$ cat config.mk
export PLATFORM = sky130hd
export DESIGN_NAME = unit_controller
export DESIGN_NICKNAME = d
export VERILOG_FILES = /design/src/rtl/unit_controller.sv
export SDC_FILE = /design/constraint.sdc
export NUM_CORES = 1
export LEC_CHECK = 0
export CAP_MARGIN = 20
export CELL_PAD_IN_SITES_DETAIL_PLACEMENT = 1
export CELL_PAD_IN_SITES_GLOBAL_PLACEMENT = 1
export CORE_ASPECT_RATIO = 1.1
export CORE_MARGIN = 2
export CORE_UTILIZATION = 40
export CTS_CLUSTER_DIAMETER = 50
export CTS_CLUSTER_SIZE = 28
export DETAILED_ROUTE_END_ITERATION = 6
export GPL_TIMING_DRIVEN = 0
export PLACE_DENSITY_LB_ADDON = 0.1
export SLEW_MARGIN = 0
export SYNTH_ARGS = -nofsm -noshare
export SYNTH_HDL_FRONTEND = slang
export SYNTH_SLANG_ARGS = --single-unit
$ cat constraint.sdc
create_clock -name clk -period 6.45 [get_ports clk]
set_input_delay 1.935 -clock clk [delete_from_list [all_inputs] [get_ports clk]]
set_output_delay 1.935 -clock clk [all_outputs]
set_load 0.01 [all_outputs]
$ cat src/rtl/unit_controller.sv
// Fetch/decode/execute sequencer for the move-style ISA: drives one-hot unit
// enables and owns the skin request/acknowledge handshake with ack timeout.
module unit_controller #(
  parameter int DATA_WIDTH  = 16,
  parameter int ACK_TIMEOUT = 255
) (
  input  logic                  clk,
  input  logic                  rst_n,
  input  logic                  i_start,
  input  logic                  i_skin_ack,
  input  logic [DATA_WIDTH-1:0] i_instruction,
  output logic                  o_skin_req,
  output logic [1:0]            o_skin_sel,
  output logic                  o_skin_we,
  output logic [15:0]           o_unit_ien,
  output logic [15:0]           o_unit_oen,
  output logic                  o_busy,
  output logic                  o_halted,
  output logic                  o_timeout
);

  localparam int CW = (ACK_TIMEOUT > 2) ? $clog2(ACK_TIMEOUT) : 1;
  localparam logic [CW-1:0] CNT_LAST = CW'((ACK_TIMEOUT > 0) ? ACK_TIMEOUT - 1 : 0);

  typedef enum logic [3:0] {
    IDLE, FETCH_REQ, FETCH_LOAD, DECODE, NOP, MOVE,
    SKIN_RD, RD_LOAD, SKIN_WR, WR_DONE, HALT
  } state_t;

  state_t        state, state_n;
  logic [3:0]    src_q, dst_q, src_n, dst_n;
  logic [CW-1:0] cnt, cnt_n;
  logic          ack_expired;
  logic          src_skin, dst_skin, src_rsvd, dst_rsvd;
  logic          req_n, we_n, busy_n, halted_n, timeout_n;
  logic [1:0]    sel_n;
  logic [15:0]   ien_n, oen_n;
  logic          unused_ir;

  // Fields come straight from IR while decoding so the first execute cycle's
  // registered enables are already correct; later states use the latched copy.
  assign src_n    = (state == DECODE) ? i_instruction[3:0] : src_q;
  assign dst_n    = (state == DECODE) ? i_instruction[7:4] : dst_q;
  assign src_skin = (src_n >= 4'd11) && (src_n <= 4'd13);
  assign dst_skin = (dst_n >= 4'd11) && (dst_n <= 4'd13);
  assign src_rsvd = (src_n >= 4'd14);
  assign dst_rsvd = (dst_n >= 4'd14);
  assign unused_ir = ^i_instruction;

  assign ack_expired = (ACK_TIMEOUT != 0) && (cnt == CNT_LAST);

  always_comb begin
    state_n   = state;
    cnt_n     = '0;
    timeout_n = o_timeout;
    req_n     = 1'b0;
    sel_n     = '0;
    we_n      = 1'b0;
    ien_n     = '0;
    oen_n     = '0;
    halted_n  = 1'b0;

    case (state)
      IDLE, HALT: begin
        if (i_start) begin
          state_n   = FETCH_REQ;
          timeout_n = 1'b0;
        end
      end
      FETCH_REQ, SKIN_RD, SKIN_WR: begin
        if (i_skin_ack) begin
          case (state)
            FETCH_REQ: state_n = FETCH_LOAD;
            SKIN_RD:   state_n = RD_LOAD;
            default:   state_n = WR_DONE;
          endcase
        end else if (ack_expired) begin
          state_n   = HALT;
          timeout_n = 1'b1;
        end else begin
          cnt_n = cnt + CW'(1);
        end
      end
      FETCH_LOAD: state_n = DECODE;
      DECODE: begin
        if (src_n == 4'd15 && dst_n == 4'd15) state_n = HALT;
        else if (src_rsvd || dst_rsvd)        state_n = NOP;
        else if (src_skin && dst_skin)        state_n = NOP;
        else if (src_skin)                    state_n = SKIN_RD;
        else if (dst_skin)                    state_n = SKIN_WR;
        else                                  state_n = MOVE;
      end
      NOP, MOVE, RD_LOAD, WR_DONE: state_n = FETCH_REQ;
      default: state_n = IDLE;
    endcase

    case (state_n)
      FETCH_REQ: req_n = 1'b1;
      FETCH_LOAD: begin
        oen_n = 16'h0800;
        ien_n = 16'h0001;
      end
      MOVE, RD_LOAD: begin
        oen_n = 16'h0001 << src_n;
        ien_n = 16'h0001 << dst_n;
      end
      SKIN_RD: begin
        req_n = 1'b1;
        sel_n = 2'(src_n - 4'd11);
      end
      SKIN_WR: begin
        req_n = 1'b1;
        we_n  = 1'b1;
        sel_n = 2'(dst_n - 4'd11);
        oen_n = 16'h0001 << src_n;
      end
      HALT: halted_n = 1'b1;
      default: ;
    endcase

    busy_n = !(state_n inside {IDLE, HALT});
  end

  always_ff @(posedge clk) begin
    if (!rst_n) begin
      state      <= IDLE;
      src_q      <= '0;
      dst_q      <= '0;
      cnt        <= '0;
      o_skin_req <= 1'b0;
      o_skin_sel <= '0;
      o_skin_we  <= 1'b0;
      o_unit_ien <= '0;
      o_unit_oen <= '0;
      o_busy     <= 1'b0;
      o_halted   <= 1'b0;
      o_timeout  <= 1'b0;
    end else begin
      state      <= state_n;
      src_q      <= src_n;
      dst_q      <= dst_n;
      cnt        <= cnt_n;
      o_skin_req <= req_n;
      o_skin_sel <= sel_n;
      o_skin_we  <= we_n;
      o_unit_ien <= ien_n;
      o_unit_oen <= oen_n;
      o_busy     <= busy_n;
      o_halted   <= halted_n;
      o_timeout  <= timeout_n;
    end
  end

endmodule

# ---- Yosys cells after proc, flatten, opt, wreduce, memory -nomap -nowiden
# Index checks and enable logic that the tools add are counted.
dict set report totals {
  reg_bits 59
  word_cells 88
  out_inout_bits 39
}
dict set report op_classes {
  n_addsub 3
  shifts 2
  n_mux 22
  bitwise_logic 2
  reduce_logical 18
  eq_ne 23
  magnitude_cmp 6
}
# operator count
set ops {}
lappend ops {{16-bit case mux with 2 select lines} 2}
lappend ops {{4-bit 2-to-1 mux} 10}
lappend ops {{1-bit by 4-bit left shift with 16-bit output, first input constant} 2}
lappend ops {{4-bit by 3-bit == test with 1-bit output, second input constant} 7}
lappend ops {{4-bit == test, second input constant} 7}
lappend ops {{4-bit case mux with 5 select lines} 1}
lappend ops {{4-bit greater-or-equal comparator, second input constant} 4}
lappend ops {{4-bit by 2-bit == test with 1-bit output, second input constant} 3}
lappend ops {{3-bit OR reduction} 3}
lappend ops {{8-bit by 1-bit adder with 8-bit output, second input constant} 1}
lappend ops {{4-bit by 1-bit == test with 1-bit output, second input constant} 2}
lappend ops {{8-bit == test, second input constant} 1}
lappend ops {{4-bit <= comparator, second input constant} 2}
lappend ops {{4-bit logical NOT} 2}
lappend ops {{4-bit case mux with 2 select lines} 1}
lappend ops {{4-bit OR reduction} 2}
lappend ops {{1-bit 2-to-1 mux} 6}
lappend ops {{2-bit != test, second input constant} 3}
lappend ops {{1-bit logical AND} 4}
lappend ops {{2-bit case mux with 2 select lines} 1}
lappend ops {{4-bit AND reduction} 1}
lappend ops {{2-bit nonzero test} 2}
lappend ops {{2-bit OR reduction} 2}
lappend ops {{2-bit subtractor, second input constant} 2}
lappend ops {{other kinds (4)} 5}

# ---- Longest topological paths before layout
dict set report logic_depth {
  depth_word 13
  depth_mapped 9
  depth_no_buf 8
}

# ---- Worst setup path after synthesis
# Ideal clock, no wire load.
dict set report synth_timing {
  kind {input-to-reg}
  start {input i_instruction[2]}
  end {register o_unit_oen[1]}
  n_path_buf 2
  stages 8
  required_time_ps 6372
  t_arrival_ps 3300
  setup_time_ps 78
  setup_slack_ps 3072
  cell_sequence {buf_4 -> a21o_1 -> a221oi_2 -> o21a_1 -> o211a_4 -> mux2i_4 -> buf_6 -> nor3_1}
}
dict set report synth_between {
  elab_chain_len 11
  word_cells_on_any_way 21
  classes_between {order compare: 3; eq/ne: 5; shift: 1; mux: 7; reduce/logical: 5}
}
# item line
set synth_rtl {}
lappend synth_rtl {{from (decl)} 11} ;# input logic [DATA_WIDTH-1:0] i_instruction,
lappend synth_rtl {{4-bit 2-to-1 mux *} 42} ;# assign src_n = (state == DECODE) ? i_instruction[3:0] : src_q;
lappend synth_rtl {{4-bit greater-or-equal comparator or 4-bit <= comparator (tied branches)} 44} ;# assign src_skin = (src_n >= 4'd11) && (src_n <= 4'd13);
lappend synth_rtl {{1-bit logical AND} 44}
lappend synth_rtl {{4-bit 2-to-1 mux or 1-bit logical AND (tied branches)} {89, 88}}
lappend synth_rtl {{4-bit 2-to-1 mux} 88} ;# else if (src_skin && dst_skin) state_n = NOP;
lappend synth_rtl {{4-bit 2-to-1 mux} 87} ;# else if (src_rsvd || dst_rsvd) state_n = NOP;
lappend synth_rtl {{4-bit 2-to-1 mux} 86} ;# if (src_n == 4'd15 && dst_n == 4'd15) state_n = HALT;
lappend synth_rtl {{4-bit case mux with 5 select lines} 63} ;# case (state)
lappend synth_rtl {{4-bit == test or 4-bit by 3-bit == test with 1-bit output (tied branches)} 97} ;# case (state_n)
lappend synth_rtl {{3-bit OR reduction (no line)} n/a}
lappend synth_rtl {{16-bit case mux with 2 select lines *} 97}
lappend synth_rtl {{to (signal assigned)} 147} ;# o_unit_oen <= oen_n;
lappend synth_rtl {{to (decl)} 16} ;# output logic [15:0] o_unit_oen,
# Every way passes the cells marked *; elsewhere a longest branch is shown, timed or not.
# A chain may end at the register's enable or synchronous reset.

# ---- Worst setup path in the final report
dict set report layout_timing {
  start {input i_instruction[5]}
  end {register o_unit_oen[9]}
}
dict set report layout_between {
  elab_chain_len 12
  word_cells_on_any_way 21
  classes_between {order compare: 3; eq/ne: 5; mux: 8; reduce/logical: 5}
}
# item line
set layout_rtl {}
lappend layout_rtl {{4-bit 2-to-1 mux *} 43} ;# assign dst_n = (state == DECODE) ? i_instruction[7:4] : dst_q;
lappend layout_rtl {{4-bit greater-or-equal comparator or 4-bit <= comparator (tied branches)} 45} ;# assign dst_skin = (dst_n >= 4'd11) && (dst_n <= 4'd13);
lappend layout_rtl {{1-bit logical AND} 45}
lappend layout_rtl {{4-bit 2-to-1 mux} 90} ;# else if (dst_skin) state_n = SKIN_WR;
lappend layout_rtl {{4-bit 2-to-1 mux} 89} ;# else if (src_skin) state_n = SKIN_RD;
lappend layout_rtl {{4-bit 2-to-1 mux} 88}
lappend layout_rtl {{4-bit 2-to-1 mux} 87}
lappend layout_rtl {{4-bit 2-to-1 mux *} 86}
lappend layout_rtl {{4-bit case mux with 5 select lines *} 63}
lappend layout_rtl {{4-bit == test or 4-bit by 3-bit == test with 1-bit output (tied branches)} 97}
lappend layout_rtl {{3-bit OR reduction (no line)} n/a}
lappend layout_rtl {{16-bit case mux with 2 select lines *} 97}
# Marks and branches as above.

==> results.yml <==
outcome:
  status: "finished clean"
worst_setup_path:
  r2r_cells: 9
  arrival_ps: 4140
  cp-end-kind: "flip-flop"
  cp.required_ps: 6660
  cp-start-kind: "primary input"
  path_class: "primary input to flip-flop"
  reg2reg_from: "cnt[0]"
  reg2reg_slack_ps: 4330
  crit_fanout: 10
  rr_endpoint: "o_unit_oen[9]"
logic_synthesis:
  synthesis.area_mm2: 0.00259
  syn-mean-instance-area_um2: 9.07
  synthArstFlopShare: 0
  synthCells: 286
  seq_area_frac_synth: 0.455
  synth_compound_area_frac: 0.128
  muxShareOfSynthArea: 0.0458
  yosysUniqueCellTypes: 54
  synth_edf_count: 0
  yosysWarnings: 0
  synth_ff_type: "dfxtp_1"
  synth_top_family_by_area: "simple AND/OR/NAND/NOR gates"
  synthAdderAreaFrac: 0.00964
  synth_nets: 308
  synthSimpleGateAreaFrac: 0.286
  synth_xor_area_frac: 0.0270
  synth_seq_cells: 59
global_routing:
  grt_pass1_wl_mm: 10.9
  grt_pass1_vias: 2267
  grtUsageMet3: 0.0367
  antenna_found_initial: 0
  grt_start_max_net_pins: 11
  grt_overflow: 0
  grtUsageMet1: 0.254
  grt_use_total: 0.203
  grt_use_met2: 0.336
  busiest_layer: "met2"
clock_tree:
  cts_root_buf: "clkbuf_8"
  htree_levels: 3
  cts_buffers: 9
  ctsHoldBuffers: 0
  clk_pin_slew_worst_paths_ps: 70
  cts.path.max_buffers: 2
  cts_tree: "built"
  clkSinkCount: 59
  clk_latency_ps: 340
  postCtsSetupBuffers: 0
  post_cts_resized: 0
sta:
  layout_min_cycle_time_ps: 3930
  hold_violations: 0
  drv_slew: 0
  max_freq_mhz: 255
  relSlewSlack: 0.616
  setup_tns_ps: 0
  period_share: 0.609
  skew_ps: 9.93
  tightestPinTransition_ps: 576
  setup_viol: 0
  rsz0062_at_grt: "false"
detailed_routing:
  vias: 2278
  drcViolationCount: 0
  wire_per_inst_um: 15.9
  drtPass1Iterations: 6
  postRouteAntennaNets: 0
  finalWirelength_mm: 6.83
  drt_first_iter_violations: 88
  avgViaCountPerCell: 5.30
floorplan:
  ios: 59
  die_width_um: 80.8
  start_util: 0.416
  core-area_mm2: 0.00623
  die_area_mm2: 0.00715
  die_h_um: 88.5
  num_rows: 30
cells_and_area:
  nNetsFinal: 367
  design_area_mm2: 0.00336
  syn2layout_area_growth_pct: 29.3
  diodes: 0
  post-route-util: 0.539
  drive_above_1_share: 0.129
job:
  max_cap_violations: 0
hold_path:
  min_to: "cnt[0]"
  hp-class: "flip-flop to flip-flop"
  hold_start: "cnt[0]"
  whs_path_depth: 1
power:
  p_per_area_mw_per_mm2: 222
  irDropWorstVdd_v: 0.000122
  power_mw: 0.743
  p_leak_nw: 1.20
place:
  hpwl_mm: 5.03
  gp_congestion: 0.778
  dpl_cell_area_mm2: 0.00318
  numPortBuffers: 48
[layout by cell type, fill, tap and decap left out, types with 5 or more instances in the layout]
cell	instances
o21ai_0	8
clkbuf_1	7
and2_1	5
nor3_1	18
nand3_1	14
a31oi_1	5
xor2_1	6
a21oi_1	8
clkbuf_8	11
dfxtp_1	59
nand2_1	20
nor2_1	40
inv_1	8
mux2i_1	6
nor3b_1	6
nor3_2	5
clkdlybuf4s50_1	48
[how the worst max path moves through the flow]
stage	cells after the start	slack (ps)	endpoint	start
after CTS	8	2560	o_unit_oen[9]	i_instruction[5]
after global routing	8	2380	o_unit_oen[9]	i_instruction[5]
after global placement	8	2350	o_unit_oen[10]	i_instruction[0]
after floorplan	8	3070	o_unit_oen[1]	i_instruction[2]
final	8	2520	o_unit_oen[9]	i_instruction[5]
after detailed placement	8	2280	o_unit_oen[9]	i_instruction[5]
[per-layer routing]
metal	routed length, um	vias to the layer above
li1	-	1128
met1	3060	1108
met2	3470	30
met3	148	12
met4	144	0
met5	0	-
[Yosys cell counts, types with 2 or more instances]
| cell | number | share of area |
|---|---|---|
| or3_1 | 2 | 0.0048 |
| nand2b_1 | 4 | 0.0096 |
| buf_6 | 2 | 0.0087 |
| o21ai_0 | 8 | 0.015 |
| o21ai_1 | 4 | 0.0077 |
| a21oi_1 | 8 | 0.015 |
| buf_4 | 4 | 0.012 |
| o31ai_1 | 2 | 0.0058 |
| xor2_1 | 6 | 0.020 |
| o211ai_1 | 4 | 0.012 |
| nor3_1 | 18 | 0.035 |
| dfxtp_1 | 59 | 0.46 |
| a22o_1 | 2 | 0.0068 |
| nand4_2 | 2 | 0.0096 |
| buf_2 | 4 | 0.0077 |
| nor2_1 | 40 | 0.058 |
| and3_1 | 3 | 0.0072 |
| mux2_2 | 2 | 0.0087 |
| xnor2_1 | 2 | 0.0068 |
| clkbuf_1 | 6 | 0.0087 |
| nand4_1 | 4 | 0.0096 |
| ha_1 | 2 | 0.0096 |
| nand3b_1 | 4 | 0.012 |
| inv_1 | 8 | 0.012 |
| mux2i_1 | 6 | 0.023 |
| nor3b_1 | 6 | 0.017 |
| nor3_2 | 5 | 0.019 |
| o21a_1 | 2 | 0.0058 |
| a31oi_1 | 5 | 0.012 |
| nand2_1 | 20 | 0.029 |
| nor2b_1 | 2 | 0.0048 |
| and2_1 | 5 | 0.012 |
| nand3_1 | 14 | 0.027 |
[logic make-up (layout without fill, tap and decap cells)]
group                      Yosys count  in the layout
buffers and inverters               24             88
xor gates and xnor gates             8              8
DFF                                 59             59
adders and majority gates            2              2
AOI/OAI and AO/OA                   46             46
and+or+nand+nor                    137            137
muxes                               10             10
[worst max-delay path: stages]
cell	delay (ps)
clkdlybuf4s50_1	610
nand2_1	80
nor3_1	490
o21ai_1	230
o211a_4	210
mux2i_4	300
buf_6	200
nor3_1	60
[where the power goes]
part,total [mW],switching (mW),internal [mW]
sequential,0.371,0.00250,0.369
clock,0.307,0.148,0.159
combinational,0.0655,0.0384,0.0272
total,0.743,0.189,0.555
[per-stage QoR]
stage	hold WS (ps)	setup WS (ps)	cells
2_1_floorplan	453	3070	286
3_3_place_gp	482	2350	414
3_5_place_dp	507	2280	414
4_1_cts	523	2560	430
5_1_grt	557	2380	430
6_report	511	2520	430
[layout make-up]
type	instances	area [um^2]
multi-input combinational	203	1290
fill	747	2880
tap	80	100
inverter	8	30.0
clock inverter	4	25.0
clock buffer	12	155
timing repair buffer	48	480
buffer	16	95.1
sequential	59	1180
[sequential cells by signal, summed over array words and instances, names as in the netlist, 2 cells and up]
register	cells
o_unit_ien	16
o_unit_oen	16
cnt	8
dst_q	4
src_q	4
state	4
o_skin_sel	2
No activity file was read; power rests on OpenSTA's default activity.
